## src/rtl/bp_pkg.sv

```systemverilog
// Shared types and helpers for the dual-slot gshare branch predictor.
// Holds the 2-bit counter encoding and its saturating update function.
package bp_pkg;

  typedef logic [1:0] bpCtr_t;

  localparam bpCtr_t BP_SNT = 2'b00;
  localparam bpCtr_t BP_WNT = 2'b01;
  localparam bpCtr_t BP_WT  = 2'b10;
  localparam bpCtr_t BP_ST  = 2'b11;

  // Moves the counter one step toward the outcome; it stops at either end.
  function automatic bpCtr_t bp_sat_update(input bpCtr_t counter, input logic taken);
    bpCtr_t result;
    if (taken) begin
      result = (counter == BP_ST) ? BP_ST : bpCtr_t'(counter + 2'd1);
    end else begin
      result = (counter == BP_SNT) ? BP_SNT : bpCtr_t'(counter - 2'd1);
    end
    return result;
  endfunction

endpackage

```

## src/rtl/bp_counter_table.sv

```systemverilog
// Table of 2-bit saturating counters with two combinational read ports and two write ports.
// When both write ports hit one entry, slot 1 is applied first and slot 2 on top of its result.
module bp_counter_table
  import bp_pkg::*;
#(
  parameter int INDEX_BITS = 6
) (
  input  logic                  clk,
  input  logic                  rst_n,
  input  logic [INDEX_BITS-1:0] rdIdx1,
  input  logic [INDEX_BITS-1:0] rdIdx2,
  output logic [1:0]            rdCtr1,
  output logic [1:0]            rdCtr2,
  input  logic                  wrEn1,
  input  logic [INDEX_BITS-1:0] wrIdx1,
  input  logic                  wrTaken1,
  input  logic                  wrEn2,
  input  logic [INDEX_BITS-1:0] wrIdx2,
  input  logic                  wrTaken2
);

  localparam int DEPTH = 1 << INDEX_BITS;

  bpCtr_t ctrMem  [DEPTH];
  bpCtr_t nextMem [DEPTH];

  // Reads see the stored value only; a same-cycle write is not bypassed.
  assign rdCtr1 = ctrMem[rdIdx1];
  assign rdCtr2 = ctrMem[rdIdx2];

  always_comb begin
    nextMem = ctrMem;
    if (wrEn1) begin
      nextMem[wrIdx1] = bp_sat_update(nextMem[wrIdx1], wrTaken1);
    end
    if (wrEn2) begin
      nextMem[wrIdx2] = bp_sat_update(nextMem[wrIdx2], wrTaken2);
    end
  end

  always_ff @(posedge clk or negedge rst_n) begin
    if (!rst_n) begin
      for (int i = 0; i < DEPTH; i++) begin
        ctrMem[i] <= BP_WNT;
      end
    end else begin
      ctrMem <= nextMem;
    end
  end

endmodule

```

## src/rtl/branch_predictor_2way.sv

```systemverilog
// Dual-slot gshare predictor: combinational lookup for two fetch slots, Execute-stage
// training, speculative global history with recovery from the oldest mispredicting slot.
module branch_predictor_2way
  import bp_pkg::*;
#(
  parameter int PC_WIDTH   = 32,
  parameter int INDEX_BITS = 6
) (
  input  logic                  clk,
  input  logic                  rst_n,
  input  logic [PC_WIDTH-1:0]   pcF1,
  input  logic [PC_WIDTH-1:0]   pcF2,
  input  logic                  isBranchF1,
  input  logic                  isBranchF2,
  input  logic                  stallF,
  output logic                  predictionF1,
  output logic                  predictionF2,
  output logic [INDEX_BITS-1:0] indexF1,
  output logic [INDEX_BITS-1:0] indexF2,
  output logic [INDEX_BITS-1:0] ghrF1,
  output logic [INDEX_BITS-1:0] ghrF2,
  input  logic                  branchE1,
  input  logic                  branchE2,
  input  logic                  takenBranch1,
  input  logic                  takenBranch2,
  input  logic                  predictionE1,
  input  logic                  predictionE2,
  input  logic [INDEX_BITS-1:0] indexE1,
  input  logic [INDEX_BITS-1:0] indexE2,
  input  logic [INDEX_BITS-1:0] ghrE1,
  input  logic [INDEX_BITS-1:0] ghrE2,
  output logic                  mispredict
);

  logic [INDEX_BITS-1:0] ghr;
  logic [INDEX_BITS-1:0] ghrNext;
  logic [1:0]            rdCtr1;
  logic [1:0]            rdCtr2;
  logic                  mispE1;
  logic                  mispE2;
  logic                  slot2OnPath;
  logic                  unusedBits;

  // Only the word-index PC bits and the low history bits feed any logic.
  assign unusedBits = ^{pcF1[PC_WIDTH-1:INDEX_BITS+2], pcF1[1:0],
                        pcF2[PC_WIDTH-1:INDEX_BITS+2], pcF2[1:0],
                        ghrE1[INDEX_BITS-1], ghrE2[INDEX_BITS-1]};

  // Slot 2 is indexed with the history as it will look after slot 1's branch shifts in.
  assign ghrF1   = ghr;
  assign ghrF2   = isBranchF1 ? {ghr[INDEX_BITS-2:0], predictionF1} : ghr;
  assign indexF1 = pcF1[INDEX_BITS+1:2] ^ ghrF1;
  assign indexF2 = pcF2[INDEX_BITS+1:2] ^ ghrF2;

  assign predictionF1 = rdCtr1[1];
  assign predictionF2 = rdCtr2[1];

  assign mispE1     = branchE1 & (takenBranch1 ^ predictionE1);
  assign mispE2     = branchE2 & (takenBranch2 ^ predictionE2);
  assign mispredict = mispE1 | mispE2;

  // A predicted-taken branch in slot 1 makes slot 2 off-path.
  assign slot2OnPath = !(isBranchF1 && predictionF1);

  bp_counter_table #(
    .INDEX_BITS(INDEX_BITS)
  ) u_table (
    .clk      (clk),
    .rst_n    (rst_n),
    .rdIdx1   (indexF1),
    .rdIdx2   (indexF2),
    .rdCtr1   (rdCtr1),
    .rdCtr2   (rdCtr2),
    .wrEn1    (branchE1),
    .wrIdx1   (indexE1),
    .wrTaken1 (takenBranch1),
    .wrEn2    (branchE2),
    .wrIdx2   (indexE2),
    .wrTaken2 (takenBranch2)
  );

  always_comb begin
    ghrNext = ghr;
    if (mispE1) begin
      ghrNext = {ghrE1[INDEX_BITS-2:0], takenBranch1};
    end else if (mispE2) begin
      ghrNext = {ghrE2[INDEX_BITS-2:0], takenBranch2};
    end else if (!stallF) begin
      if (isBranchF1) begin
        ghrNext = {ghrNext[INDEX_BITS-2:0], predictionF1};
      end
      if (isBranchF2 && slot2OnPath) begin
        ghrNext = {ghrNext[INDEX_BITS-2:0], predictionF2};
      end
    end
  end

  always_ff @(posedge clk or negedge rst_n) begin
    if (!rst_n) begin
      ghr <= '0;
    end else begin
      ghr <= ghrNext;
    end
  end

endmodule
```

## config.mk

```make
export PLATFORM = sky130hd
export DESIGN_NAME = branch_predictor_2way
export DESIGN_NICKNAME = d
export VERILOG_FILES = /design/src/rtl/bp_pkg.sv /design/src/rtl/bp_counter_table.sv /design/src/rtl/branch_predictor_2way.sv
export SDC_FILE = /design/constraint.sdc
export NUM_CORES = 1
export LEC_CHECK = 0
export ABC_AREA = 0
export CAP_MARGIN = 20
export CORE_MARGIN = 2
export CORE_UTILIZATION = 40
export CTS_BUF_LIST = sky130_fd_sc_hd__clkbuf_4 sky130_fd_sc_hd__clkbuf_8
export DETAILED_ROUTE_END_ITERATION = 7
export RECOVER_POWER = 50
export SYNTH_ARGS = -nofsm -noshare
export SYNTH_HDL_FRONTEND = slang
export SYNTH_SLANG_ARGS = --single-unit
```

## constraint.sdc

```tcl
create_clock -name clk -period 5.2 [get_ports clk]
set_input_delay 0.78 -clock clk [delete_from_list [all_inputs] [get_ports clk]]
set_output_delay 0.78 -clock clk [all_outputs]
set_load 0.02 [all_outputs]
```

; ---- After elaboration in Yosys (flattened, before gate mapping)
; Index checks and enable logic that the tools add are counted.
[totals]
wordCells = 129
regBits = 134
inputBits = 99
out_inout_bits = 27
[classes]
n_lt_le_gt_ge = 6
add_sub_neg = 4
n_bitwise = 11
n_reduce_logical = 7
muxes = 33
n_eq_ne = 3
[op_table]
columns = op, n
row1 = $bwmux 128, 2
row2 = $mux 128, 2
row3 = $bmux 2 s6, 4
row4 = $mux 2, 18
row5 = $mux 6, 5
row6 = $ge 7x7->1 const B, 4
row7 = $not 6->7, 4
row8 = $demux 2 s6, 2
row9 = $lt 7x1->1 const B, 2
row10 = $xor 6x6->6, 2
row11 = $add 2x1->2 const B, 2
row12 = $eq 2x2->1 const B, 2
row13 = $logic_and 1x1->1, 4
row14 = $logic_not 2->1, 2
row15 = $sub 2x1->2 const B, 2
row16 = $ne 3x1->1 const B, 1
row17 = $and 1x1->1, 2
row18 = $xor 1x1->1, 2
row19 = $logic_not 1->1, 1
row20 = $or 1x1->1, 1

; ---- Depth between registers and ports, before layout
; Gate-level depths: netlist of the first run.
[logic_depth]
depth_word = 19
ltp_mapped = 20
mapped_depth_nobuf = 13

; ---- Cells and area by module
; From an unflattened synthesis of the first run, not the netlist that was laid out.
[unflattened]
cells_unflattened = 1466
area_unflattened_um2 = 12544.5
[modules_own_cells]
columns = mod, area_per_inst_um2, instances, cells_per_inst, seq_area_each_um2
row1 = bp_counter_table, 11801.3, 1, 1373, 3283.1
row2 = branch_predictor_2way, 743.2, 1, 93, 150.1

; ---- Worst setup path before layout of the first run
; OpenSTA, ideal clock, no wires.
[synth_timing]
kind = input port to flip-flop
startpoint = input port isBranchF1
endpoint = register ghr[0] (netlist: ghrF1[0])
path_stages = 11
setup_time_ns = 0.134
n_path_buf = 2
path_slack_ns = 0.149
t_required_ns = 5.066
t_arrival_ns = 4.916
path_cell_list = clkbuf_1 > mux2i_1 > xnor2_1 > clkbuf_1 > mux4_2 > mux4_2 > mux2i_1 > mux2i_1 > or3b_2 > a222oi_1 > a311oi_1
[synth_via]
elab_chain_cells = 10
word_cells_on_any_way = 13
[synth_rtl]
columns = element, line
row1 = start: declaration, branch_predictor_2way.sv:13  ; input logic isBranchF1,
row2 = $mux 6, branch_predictor_2way.sv:89  ; if (isBranchF1) begin
row3 = $xor 6x6->6, branch_predictor_2way.sv:53  ; assign indexF2 = pcF2[INDEX_BITS+1:2] ^ ghrF2;
row4 = via indexF2[1], branch_predictor_2way.sv:19  ; output logic [INDEX_BITS-1:0] indexF2,
row5 = $not 6->7 (implied by the code), bp_counter_table.sv:29  ; assign rdCtr2 = ctrMem[rdIdx2];
row6 = $bmux 2 s6, bp_counter_table.sv:29
row7 = $mux 2 (implied by the code) (2 in series), bp_counter_table.sv:29
row8 = via predictionF2, branch_predictor_2way.sv:17  ; output logic predictionF2,
row9 = $mux 6, branch_predictor_2way.sv:92  ; if (isBranchF2 && slot2OnPath) begin
row10 = $mux 6, branch_predictor_2way.sv:88  ; end else if (!stallF) begin
row11 = $mux 6, branch_predictor_2way.sv:86  ; end else if (mispE2) begin
row12 = $mux 6, branch_predictor_2way.sv:84  ; if (mispE1) begin
row13 = end signal: assignment, branch_predictor_2way.sv:102  ; ghr <= ghrNext;
row14 = end: declaration, branch_predictor_2way.sv:35  ; logic [INDEX_BITS-1:0] ghr;
; The timed path passes the listed nets, and every way through them passes these cells. The select of a mux whose other input is x is not followed.
; A chain may end at the register's enable or synchronous reset.

==> insert_results.sql, run 1 <==
INSERT INTO impl_metrics (metric_group, metric, value, unit) VALUES
('pwr', 'power_switching_share', '0.4520', ''),
('drt', 'detailed_route_drc_error_count', '0', ''),
('placed_design', 'routabilityCongestion', '1.045', ''),
('worst_setup_path', 'worstPathCellList', 'clkdlybuf4s50_1 > buf_12 > nor2b_1 > buf_4 > a221oi_1 > o221ai_1 > a22o_1 > nor4_4 > buf_4 > a21oi_4 > o31a_1 > a2111o_1 > o31ai_4 > o2111ai_4 > buf_4 > clkbuf_16 > a2111oi_2 > nor3_1', ''),
('pwr', 'fin_total_pwr', '5.974', 'mW'),
('die', 'chipWidth', '191.1', 'µm'),
('clock_network', 'clock_tree.htree_level_count', '4', ''),
('worst_setup_path', 'path_class', 'input pin to flop', ''),
('placed_design', 'port_buffers', '71', ''),
('drt', 'via_per_inst', '6.870', ''),
('final_layout', 'fraction_of_layout_instances_using_a_drive_strength_above_1', '0.2518', ''),
('drt', 'route.detailed.wl_per_inst', '27.91', 'µm'),
('clock_network', 'clk_latency', '0.52', 'ns'),
('worst_setup_path', 'critical_path.endpoint', 'u_table.ctrMem[33]', ''),
('pwr', 'power_leakage', '6.274', 'nW'),
('clock_network', 'clkSlewWorstSetupHoldPaths', '0.09', 'ns'),
('grt', 'grt-ovfl-total', '0', ''),
('die', 'vertical_die_dimension', '191.1', 'µm'),
('synthesis', 'synth_xor_xnor_area_share', '0.008757', ''),
('grt', 'grt_first_pass_wirelength', '99.56', 'mm'),
('timing', 'setup_repair_after_global_routing_missed_its_margin', 'yes', ''),
('synthesis', 'synthesis.area_per_instance', '7.723', 'µm²'),
('job', 'maxCapViolCount', '1', ''),
('clock_network', 'cts_num_sinks', '134', ''),
('drt', 'vias_after_detailed_routing', '16770', ''),
('placed_design', 'dpl.hpwl', '47.53', 'mm'),
('pwr', 'ir_drop_worst_case_vdd', '0.2223', 'mV'),
('pwr', 'power.internal', '3.274', 'mW'),
('drt', 'drt-total-wl', '68.12', 'mm'),
('timing', 'hold_ws', '0.7007', 'ns'),
('worst_setup_path', 'worstReg2RegStart', 'u_table.ctrMem[97]', ''),
('drt', 'drt_iter0_drc', '2090', ''),
('worst_setup_path', 'crit_slowest_cell', 'sky130_fd_sc_hd__nor4_4', ''),
('timing', 'finalHoldViolations', '0', ''),
('drt', 'drt.antenna.violating_nets', '0', ''),
('synthesis', 'synth-compound-area-share', '0.3134', ''),
('clock_network', 'postCtsHoldBufs', '0', ''),
('worst_setup_path', 'worst-path-max-fanout', '15', ''),
('clock_network', 'max-clock-path-buffers', '2', ''),
('die', 'start_util', '0.4054', ''),
('worst_setup_path', 'timing.critical_path.required', '5.59', 'ns'),
('worst_setup_path', 'cp_common_cell', 'sky130_fd_sc_hd__buf_4', ''),
('timing', 'worst-slew-pin-transition', '3.391', 'ns'),
('synthesis', 'synth.mux.area_fraction', '0.1038', ''),
('worst_setup_path', 'r2r-end', 'u_table.ctrMem[33]', ''),
('worst_setup_path', 'end_kind', 'flop', ''),
('worst_setup_path', 'crit_family', 'compound AO/OA/AOI/OAI gates', ''),
('timing', 'timing.clock.skew', '0.02536', 'ns'),
('timing', 'final_number_of_max_transition_violations', '58', ''),
('synthesis', 'synth.area.top_cells', 'sky130_fd_sc_hd__dfrtp_1 (13%), sky130_fd_sc_hd__dfstp_2 (12%), sky130_fd_sc_hd__nor3_1 (7.5%)', ''),
('synthesis', 'synthCells', '1813', ''),
('die', 'ios', '126', ''),
('outcome', 'status', 'complete, but fails checks', ''),
('clock_network', 'cts_tree', 'built', ''),
('timing', 'min_period', '5.147', 'ns'),
('die', 'fp.dieArea', '36520', 'µm²'),
('die', 'num_rows', '68', ''),
('synthesis', 'main_combinational_cell_family_by_area_after_synthesis', 'compound AO/OA/AOI/OAI gates', ''),
('grt', 'grt_start_max_net_pins', '100', ''),
('timing', 'slew_headroom', '-1.261', ''),
('synthesis', 'synthFlopType', 'sky130_fd_sc_hd__dfrtp_1', ''),
('synthesis', 'asyncSetResetFlopFracSynth', '1.000', ''),
('drt', 'detail_route.first_pass.iterations', '8', ''),
('placed_design', 'dp_area', '16760', 'µm²'),
('pwr', 'net-switching-power', '2.700', 'mW'),
('synthesis', 'synth.ff_latch_count', '134', ''),
('synthesis', 'yosys.area.top_type_share', '0.1251', ''),
('final_layout', 'num-nets-final', '2072', ''),
('outcome', 'failing_checks', 'max-capacitance violations, max-slew violations', ''),
('synthesis', 'synth_area', '14000', 'µm²'),
('pwr', 'comb_power_share', '0.522', '');
==> metrics by stage <==
stage               setup slack (ns)  instances  setup TNS (ns)
finish                       0.05297       2441               0
global route                -0.03535       2441         -0.3671
CTS                           0.1188       2430               0
detailed placement           -0.3768       2398          -33.62
global placement             -0.2859       2398          -22.95
floorplan                     0.1492       1813               0
==> registers in the layout, summed over array words and instances (netlist names) <==
register	count
u_table.ctrMem	128
ghrF1	6
==> worst min-delay path by stage <==
| stage | endpoint | slack (ns) | depth (start not counted) |
|---|---|---|---|
| finish | u_table.ctrMem[80] | 0.70 | 4 |
| global route | u_table.ctrMem[98] | 0.75 | 4 |
| CTS | ghrF1[1] | 0.24 | 1 |
| detailed placement | u_table.ctrMem[82] | 0.68 | 4 |
| global placement | u_table.ctrMem[82] | 0.67 | 4 |
| floorplan | ghrF1[0] | 0.48 | 0 |
==> worst min-delay path, stage by stage, from the launching register on <==
cell,delay (ns)
sky130_fd_sc_hd__dfstp_2,0.39
sky130_fd_sc_hd__inv_1,0.05
sky130_fd_sc_hd__a211oi_1,0.06
sky130_fd_sc_hd__a31oi_1,0.13
sky130_fd_sc_hd__nand2_1,0.07
==> cell type report <==
cell class                 count  area [µm²]  share of cell area
clock inverter                 8       75.07            0.004329
multi-input combinational   1441        9714              0.5602
tap                          455       569.3             0.03283
clock buffer                  24       305.3             0.01760
timing repair buffer         316        3008              0.1734
sequential                   134        3433              0.1980
inverter                      63       236.5             0.01364
==> repair_timing <==
item | CTS | global route
endpoints found under the setup margin | 1 | 43
setup buffers | 0 | 8
cloned | 0 | 3
pin swaps | 0 | 7
gates resized for setup | 1 | 18
==> cells in the final DEF, fill, tap and decap left out, types with 14 or more instances in the layout <==
master	synthesis	layout
sky130_fd_sc_hd__a2111oi_2	60	60
sky130_fd_sc_hd__a211oi_1	62	62
sky130_fd_sc_hd__a21oi_1	63	63
sky130_fd_sc_hd__a221oi_1	18	18
sky130_fd_sc_hd__a22oi_1	16	16
sky130_fd_sc_hd__a31oi_1	75	75
sky130_fd_sc_hd__and2_1	14	14
sky130_fd_sc_hd__buf_12	0	33
sky130_fd_sc_hd__buf_4	4	206
sky130_fd_sc_hd__clkbuf_8	0	20
sky130_fd_sc_hd__clkdlybuf4s50_1	0	58
sky130_fd_sc_hd__dfrtp_1	70	70
sky130_fd_sc_hd__dfstp_2	64	64
sky130_fd_sc_hd__inv_1	60	59
sky130_fd_sc_hd__mux2i_1	35	35
sky130_fd_sc_hd__mux4_2	44	44
sky130_fd_sc_hd__nand2_1	237	237
sky130_fd_sc_hd__nand3_1	50	50
sky130_fd_sc_hd__nor2_1	207	205
sky130_fd_sc_hd__nor3_1	209	204
sky130_fd_sc_hd__o2111ai_1	69	69
sky130_fd_sc_hd__o211ai_1	18	18
sky130_fd_sc_hd__o21ai_0	49	48
sky130_fd_sc_hd__o31ai_1	32	27
==> power groups by stage <==
| stage | Sequential [mW] | Combinational (mW) | Clock, mW |
|---|---|---|---|
| after floorplan | 1.69 | 1.83 | 0 |
| after global placement | 1.89 | 2.97 | 0 |
| after detailed placement | 1.90 | 3.01 | 0 |
| after CTS | 1.88 | 3.01 | 0.938 |
| after global routing | 1.93 | 3.31 | 0.984 |
| final | 1.93 | 3.12 | 0.930 |
==> per-layer routing <==
metal,vias up,part of all wire,track usage
met5,-,0.00022,0
met4,2,0.065,0.2151
met3,258,0.12,0.08959
met2,1126,0.42,0.5300
met1,8089,0.40,0.4951
li1,7295,-,-
==> cells by family (layout without fill, tap and decap cells) <==
| group | after synthesis | count (layout) |
|---|---|---|
| DFF | 134 | 134 |
| buffers and inverters | 238 | 411 |
| muxes | 89 | 89 |
| and+or+nand+nor | 792 | 792 |
| AOI/OAI and AO/OA | 544 | 544 |
| adders and majority gates | 2 | 2 |
| xor gates and xnor gates | 14 | 14 |
(Power assumes the default switching activity.)
==> inputs of run 2 (changes only) <==
HOLD_SLACK_MARGIN = 0.02   (was not set)
==> results of run 2 <==
No change in the layout: final DEF, timing and power equal those of run 1.
